`src/rtl/car_status_display.sv`:
```
`default_nettype none
// ============================================================================
// Module      : car_status_display
// Description : Seven-segment scan display, turn-indicator blinker and BCD
//               odometer driven by the manual-driving controller status.
//               Optional macro CAR_DISP_HEARTBEAT_EN adds a dp heartbeat on
//               digit 0.
// Revision    : 1.0 - initial release
// ============================================================================
module car_status_display #(
    parameter int         SCAN_DIV    = 100000,
    parameter int         BLINK_DIV   = 50000000,
    parameter int         ODO_TICK    = 100000000,
    parameter logic [3:0] MOVING_CODE = 4'd3
) (
    input  logic        clk,
    input  logic        rst,
    input  logic        power_now,
    input  logic [3:0]  state,
    input  logic [3:0]  answer,
    input  logic        turn_left_signal,
    input  logic        turn_right_signal,
    output logic [7:0]  seg_en,
    output logic [7:0]  seg_out,
    output logic        led_left,
    output logic        led_right,
    output logic [15:0] mileage
);

    localparam int c_SCAN_W  = (SCAN_DIV  > 1) ? $clog2(SCAN_DIV)  : 1;
    localparam int c_BLINK_W = (BLINK_DIV > 1) ? $clog2(BLINK_DIV) : 1;
    localparam int c_ODO_W   = (ODO_TICK  > 1) ? $clog2(ODO_TICK)  : 1;

    localparam logic [c_SCAN_W-1:0]  c_SCAN_LAST  = c_SCAN_W'(SCAN_DIV - 1);
    localparam logic [c_BLINK_W-1:0] c_BLINK_LAST = c_BLINK_W'(BLINK_DIV - 1);
    localparam logic [c_ODO_W-1:0]   c_ODO_LAST   = c_ODO_W'(ODO_TICK - 1);

    function automatic logic [6:0] hex_to_seg(input logic [3:0] v);
        logic [6:0] s;
        case (v)
            4'h0: s = 7'h3F;
            4'h1: s = 7'h06;
            4'h2: s = 7'h5B;
            4'h3: s = 7'h4F;
            4'h4: s = 7'h66;
            4'h5: s = 7'h6D;
            4'h6: s = 7'h7D;
            4'h7: s = 7'h07;
            4'h8: s = 7'h7F;
            4'h9: s = 7'h6F;
            4'hA: s = 7'h77;
            4'hB: s = 7'h7C;
            4'hC: s = 7'h39;
            4'hD: s = 7'h5E;
            4'hE: s = 7'h79;
            default: s = 7'h71;
        endcase
        return s;
    endfunction

    // Ripple BCD increment; 9999 rolls over to 0000.
    function automatic logic [15:0] bcd_inc(input logic [15:0] v);
        logic [15:0] r;
        logic        carry;
        r     = v;
        carry = 1'b1;
        for (int i = 0; i < 4; i++) begin
            if (carry) begin
                if (r[4*i +: 4] == 4'd9) begin
                    r[4*i +: 4] = 4'd0;
                end else begin
                    r[4*i +: 4] = r[4*i +: 4] + 4'd1;
                    carry       = 1'b0;
                end
            end
        end
        return r;
    endfunction

    logic [c_SCAN_W-1:0]  r_scan_cnt;
    logic [2:0]           r_idx;
    logic [c_BLINK_W-1:0] r_blink_cnt;
    logic                 r_phase;
    logic [c_ODO_W-1:0]   r_tick;
    logic [15:0]          r_mileage;
    logic [7:0]           r_seg_en;
    logic [7:0]           r_seg_out;
    logic                 r_led_left;
    logic                 r_led_right;

    logic [3:0]           w_nibble;
    logic                 w_blank;
    logic                 w_dp;
    logic                 w_turn_any;
    logic                 w_moving;

    assign w_turn_any = turn_left_signal | turn_right_signal;
    assign w_moving   = power_now && (state == MOVING_CODE);

    always_ff @(posedge clk or posedge rst) begin
        if (rst) begin
            r_scan_cnt <= '0;
            r_idx      <= 3'd0;
        end else if (r_scan_cnt == c_SCAN_LAST) begin
            r_scan_cnt <= '0;
            r_idx      <= r_idx + 3'd1;
        end else begin
            r_scan_cnt <= r_scan_cnt + c_SCAN_W'(1);
        end
    end

    always_comb begin
        w_nibble = 4'h0;
        w_blank  = 1'b0;
        case (r_idx)
            3'd7:       w_nibble = state;
            3'd6:       w_nibble = answer;
            3'd5, 3'd4: w_blank  = 1'b1;
            default:    w_nibble = r_mileage[{r_idx[1:0], 2'b00} +: 4];
        endcase
    end

`ifdef CAR_DISP_HEARTBEAT_EN
    logic [c_BLINK_W-1:0] r_hb_cnt;
    logic                 r_hb_phase;

    always_ff @(posedge clk or posedge rst) begin
        if (rst) begin
            r_hb_cnt   <= '0;
            r_hb_phase <= 1'b0;
        end else if (r_hb_cnt == c_BLINK_LAST) begin
            r_hb_cnt   <= '0;
            r_hb_phase <= ~r_hb_phase;
        end else begin
            r_hb_cnt   <= r_hb_cnt + c_BLINK_W'(1);
        end
    end

    assign w_dp = r_hb_phase && (r_idx == 3'd0);
`else
    assign w_dp = 1'b0;
`endif

    always_ff @(posedge clk or posedge rst) begin
        if (rst) begin
            r_seg_en  <= 8'h00;
            r_seg_out <= 8'h00;
        end else if (!power_now || w_blank) begin
            r_seg_en  <= 8'h00;
            r_seg_out <= 8'h00;
        end else begin
            r_seg_en  <= 8'd1 << r_idx;
            r_seg_out <= {w_dp, hex_to_seg(w_nibble)};
        end
    end

    // Idle blinker parks with phase high so a new request starts with a full on-period.
    always_ff @(posedge clk or posedge rst) begin
        if (rst) begin
            r_blink_cnt <= '0;
            r_phase     <= 1'b1;
        end else if (!w_turn_any) begin
            r_blink_cnt <= '0;
            r_phase     <= 1'b1;
        end else if (r_blink_cnt == c_BLINK_LAST) begin
            r_blink_cnt <= '0;
            r_phase     <= ~r_phase;
        end else begin
            r_blink_cnt <= r_blink_cnt + c_BLINK_W'(1);
        end
    end

    always_ff @(posedge clk or posedge rst) begin
        if (rst) begin
            r_led_left  <= 1'b0;
            r_led_right <= 1'b0;
        end else begin
            r_led_left  <= power_now & turn_left_signal  & r_phase;
            r_led_right <= power_now & turn_right_signal & r_phase;
        end
    end

    // Tick counter is never cleared outside reset, so partial moving time carries over.
    always_ff @(posedge clk or posedge rst) begin
        if (rst) begin
            r_tick    <= '0;
            r_mileage <= 16'h0000;
        end else if (w_moving) begin
            if (r_tick == c_ODO_LAST) begin
                r_tick    <= '0;
                r_mileage <= bcd_inc(r_mileage);
            end else begin
                r_tick    <= r_tick + c_ODO_W'(1);
            end
        end
    end

    assign seg_en    = r_seg_en;
    assign seg_out   = r_seg_out;
    assign led_left  = r_led_left;
    assign led_right = r_led_right;
    assign mileage   = r_mileage;

endmodule
`default_nettype wire

```
`config.mk`:
```
export PLATFORM = sky130hd
export DESIGN_NAME = car_status_display
export DESIGN_NICKNAME = d
export VERILOG_FILES = /design/src/rtl/car_status_display.sv
export SDC_FILE = /design/constraint.sdc
export NUM_CORES = 1
export LEC_CHECK = 0
export ABC_AREA = 1
export BUFFER_PORTS_ARGS = -buffer_cell sky130_fd_sc_hd__buf_2
export CAP_MARGIN = 20
export CELL_PAD_IN_SITES_DETAIL_PLACEMENT = 1
export CELL_PAD_IN_SITES_GLOBAL_PLACEMENT = 1
export CORE_MARGIN = 1.5
export CORE_UTILIZATION = 45
export DETAILED_ROUTE_END_ITERATION = 8
export GPL_TIMING_DRIVEN = 0
export HOLD_SLACK_MARGIN = 0.08
export PLACE_DENSITY_LB_ADDON = 0.1
export SLEW_MARGIN = 40
export SYNTH_ARGS = -nofsm -noshare
export SYNTH_HDL_FRONTEND = slang
export SYNTH_SLANG_ARGS = --single-unit
```
`constraint.sdc`:
```
create_clock -name clk -period 6.1 [get_ports clk]
set_clock_uncertainty 0.2 [all_clocks]
set_input_delay 0.305 -clock clk [delete_from_list [all_inputs] [get_ports clk]]
set_output_delay 0.305 -clock clk [all_outputs]
set_load 0.01 [all_outputs]
```
==> results_dict.tcl <==
set metrics [dict create \
    status "complete, no violations" \
    synth-simple-area-share 0.365 \
    worstSetupEndpointType "flop" \
    synth_mux_area_frac 0 \
    cp_max_fo 11 \
    hold_violations 0 \
    ys.flop_type "dfrtp_1" \
    fin_nets 931 \
    synth_enable_flop_cells 0 \
    critical_path_required_ps 6150 \
    ys_seq_area_frac 0.428 \
    initial_utilization 0.467 \
    antenna_cells 0 \
    grt_pass1_wl_um 28500 \
    clkSinkCount 107 \
    dr.pass1.iters 6 \
    synth_compound_area_frac 0.0516 \
    viasPerCell 5.22 \
    num_io_pins 47 \
    ys_seq_elements 107 \
    yosys_warnings 0 \
    grt_max_degree 73 \
    power.density_mw_per_mm2 217 \
    fp.dieH_um 121 \
    path_clk_slew_ps 70 \
    layout_commonest_cell "nand2_1" \
    cts_root_buf "clkbuf_16" \
    fin_setup_tns_ps 0 \
    dp_hpwl_um 12400 \
    rsz0062_at_grt "false" \
    layout-drive-gt1-share 0.127 \
    post-cts-setup-buffers 0 \
    hold_class "primary input to flop" \
    cts_made_buffers 9 \
    netlist_instances 839 \
    num_rows 42 \
    antenna_left 0 \
    ys_types 43 \
    syn2layout_area_growth_pct 14.0 \
    ys_async_sr_fraction 1.00 \
    period_minus_slack_ps 2660 \
    final_cell_mix "nand2_1, nor2_1, inv_1" \
    holdWs_ps 109 \
    htree_levels 3 \
    first_iter_violations 244 \
    clock_latency_ps 360 \
    ir_drop_mv 0.137 \
    critPathArrivalTime_ps 2700 \
    tightest_slew_ps 843 \
    period_share 0.436 \
    portBuffers 45 \
    cap_violations 0 \
    synth_fa_ha_area_frac 0.0300 \
    finalSetupViolCount 0 \
    start_kind "flop" \
    grt_pass1_vias 6033 \
    grt_usage 0.242 \
    final_core_util 0.532 \
    crit_type "flop to flop" \
    fmax_mhz 376 \
    synth_xor_area_frac 0.0420 \
    dieArea_mm2 0.0146 \
    syn-mean-instance-area_um2 7.46 \
    antenna_found_initial 0 \
    post_drt_wl_per_cell_um 15.2 \
    cts.path.max_buffers 2 \
    synth_top_family_by_area "simple AND/OR/NAND/NOR gates" \
    syn_area_mm2 0.00625 \
    post-route-drc-count 0 \
    routed_wl_um 16500 \
    slew_headroom 0.436 \
    vias 5663 \
    die_width_um 121 \
    gp_congestion 0.844 \
    tritoncts "yes" \
    leakage_nw 3.62 \
    placeableCoreArea_mm2 0.0134 \
    globalRoute.totalOverflow 0 \
    drv_slew 0 \
]
-- final cells by class --
class / count / area, um^2
Inverter: 122 / 473
Clock buffer: 10 / 239
Timing Repair Buffer: 51 / 303
Multi-Input combinational cell: 606 / 3070
Buffer: 6 / 51.3
Fill cell: 1749 / 6270
Tap cell: 176 / 220
Sequential cell: 107 / 2680
Clock inverter: 6 / 96.3
-- logic make-up after synthesis --
group                      count (synthesis)
AOI/OAI and AO/OA                         61
DFF                                      107
buffers and inverters                    128
adders and majority gates                 15
and+or+nand+nor                          497
other                                      1
xor gates and xnor gates                  30
-- cells in the mapped netlist (2+ instances only) --
cell type,number,share of area
nand4_1,17,0.017
nand3_2,4,0.0064
a21oi_1,24,0.019
nor3_1,27,0.022
nand3_1,66,0.053
nand3b_1,3,0.0036
o21ai_1,3,0.0024
nor2_2,5,0.0050
nor3b_1,3,0.0036
xor2_1,25,0.035
nand3_4,2,0.0056
nor3_4,3,0.0078
xnor2_1,5,0.0070
buf_2,2,0.0016
nand2_1,217,0.13
ha_1,15,0.030
nor2_1,124,0.074
inv_1,115,0.069
nor3_2,4,0.0064
nor2_4,6,0.011
buf_4,2,0.0024
inv_2,5,0.0030
dfrtp_1,106,0.42
o21ai_0,28,0.022
nand2_2,10,0.010
-- sequential cells by signal, indices dropped and copies added (netlist names) --
name	flops
r_tick	27
r_blink_cnt	26
r_scan_cnt	17
mileage	16
seg_en	8
seg_out	7
r_idx	3
led_left	1
led_right	1
r_phase	1
-- worst max-delay path, stage by stage (launching register included) --
cell and delay [ps]:
dfrtp_1 390, buf_4 190, inv_4 80, ha_1 280
nand2_2 120, nand2_2 70, nor2_4 210, nand3_1 110
nand2_1 170, inv_1 120, ha_1 290, inv_1 40
nand2_1 80, nand3_1 70, nand2_1 80, nor2_1 40
-- final timing paths --
path,cells after the start,from,end,slack (ps)
hold reg to reg,1,r_scan_cnt[0],r_scan_cnt[0],260
hold / removal,3,power_now,seg_en[0],110
max in group asynchronous,4,rst,r_phase,4770
setup reg to reg,15,r_idx[0],seg_out[3],3440
setup / recovery,15,r_idx[0],seg_out[3],3440
min in group asynchronous,3,rst,r_blink_cnt[5],260
-- power breakdown --
part | switching (W) | internal, W
sequential | 0.0000251 | 0.000739
combinational | 0.0000800 | 0.0000397
clock | 0.000288 | 0.000377
-- per-stage QoR --
stage / setup WS (ps) / cells / total power (W) / cell area, um^2
floorplan: 2780 / 841 / 0.000857 / 6260
global placement: 1470 / 1062 / 0.000885 / 6710
detailed placement: 3460 / 1063 / 0.000898 / 6740
CTS: 3430 / 1084 / 0.00156 / 7130
global route: 3170 / 1084 / 0.00161 / 7130
finish: 3440 / 1084 / 0.00155 / 7130
-- routing by layer --
metal,vias to the layer above,global-route usage,wire length [um],share of wire
li1,2765,-,-,-
met1,2812,0.312,7530,0.46
met2,68,0.428,8250,0.50
met3,18,0.0258,416,0.025
met4,0,0.0772,284,0.017
met5,-,0,0,0
-- repair_timing --
item / in CTS / in global routing
hold endpoints to repair: 37 / 0
hold buffers: 5 / 0
setup endpoints to repair: 0 / 0
gates resized for setup: 0 / 0
Power figures use the tool's default switching activity.
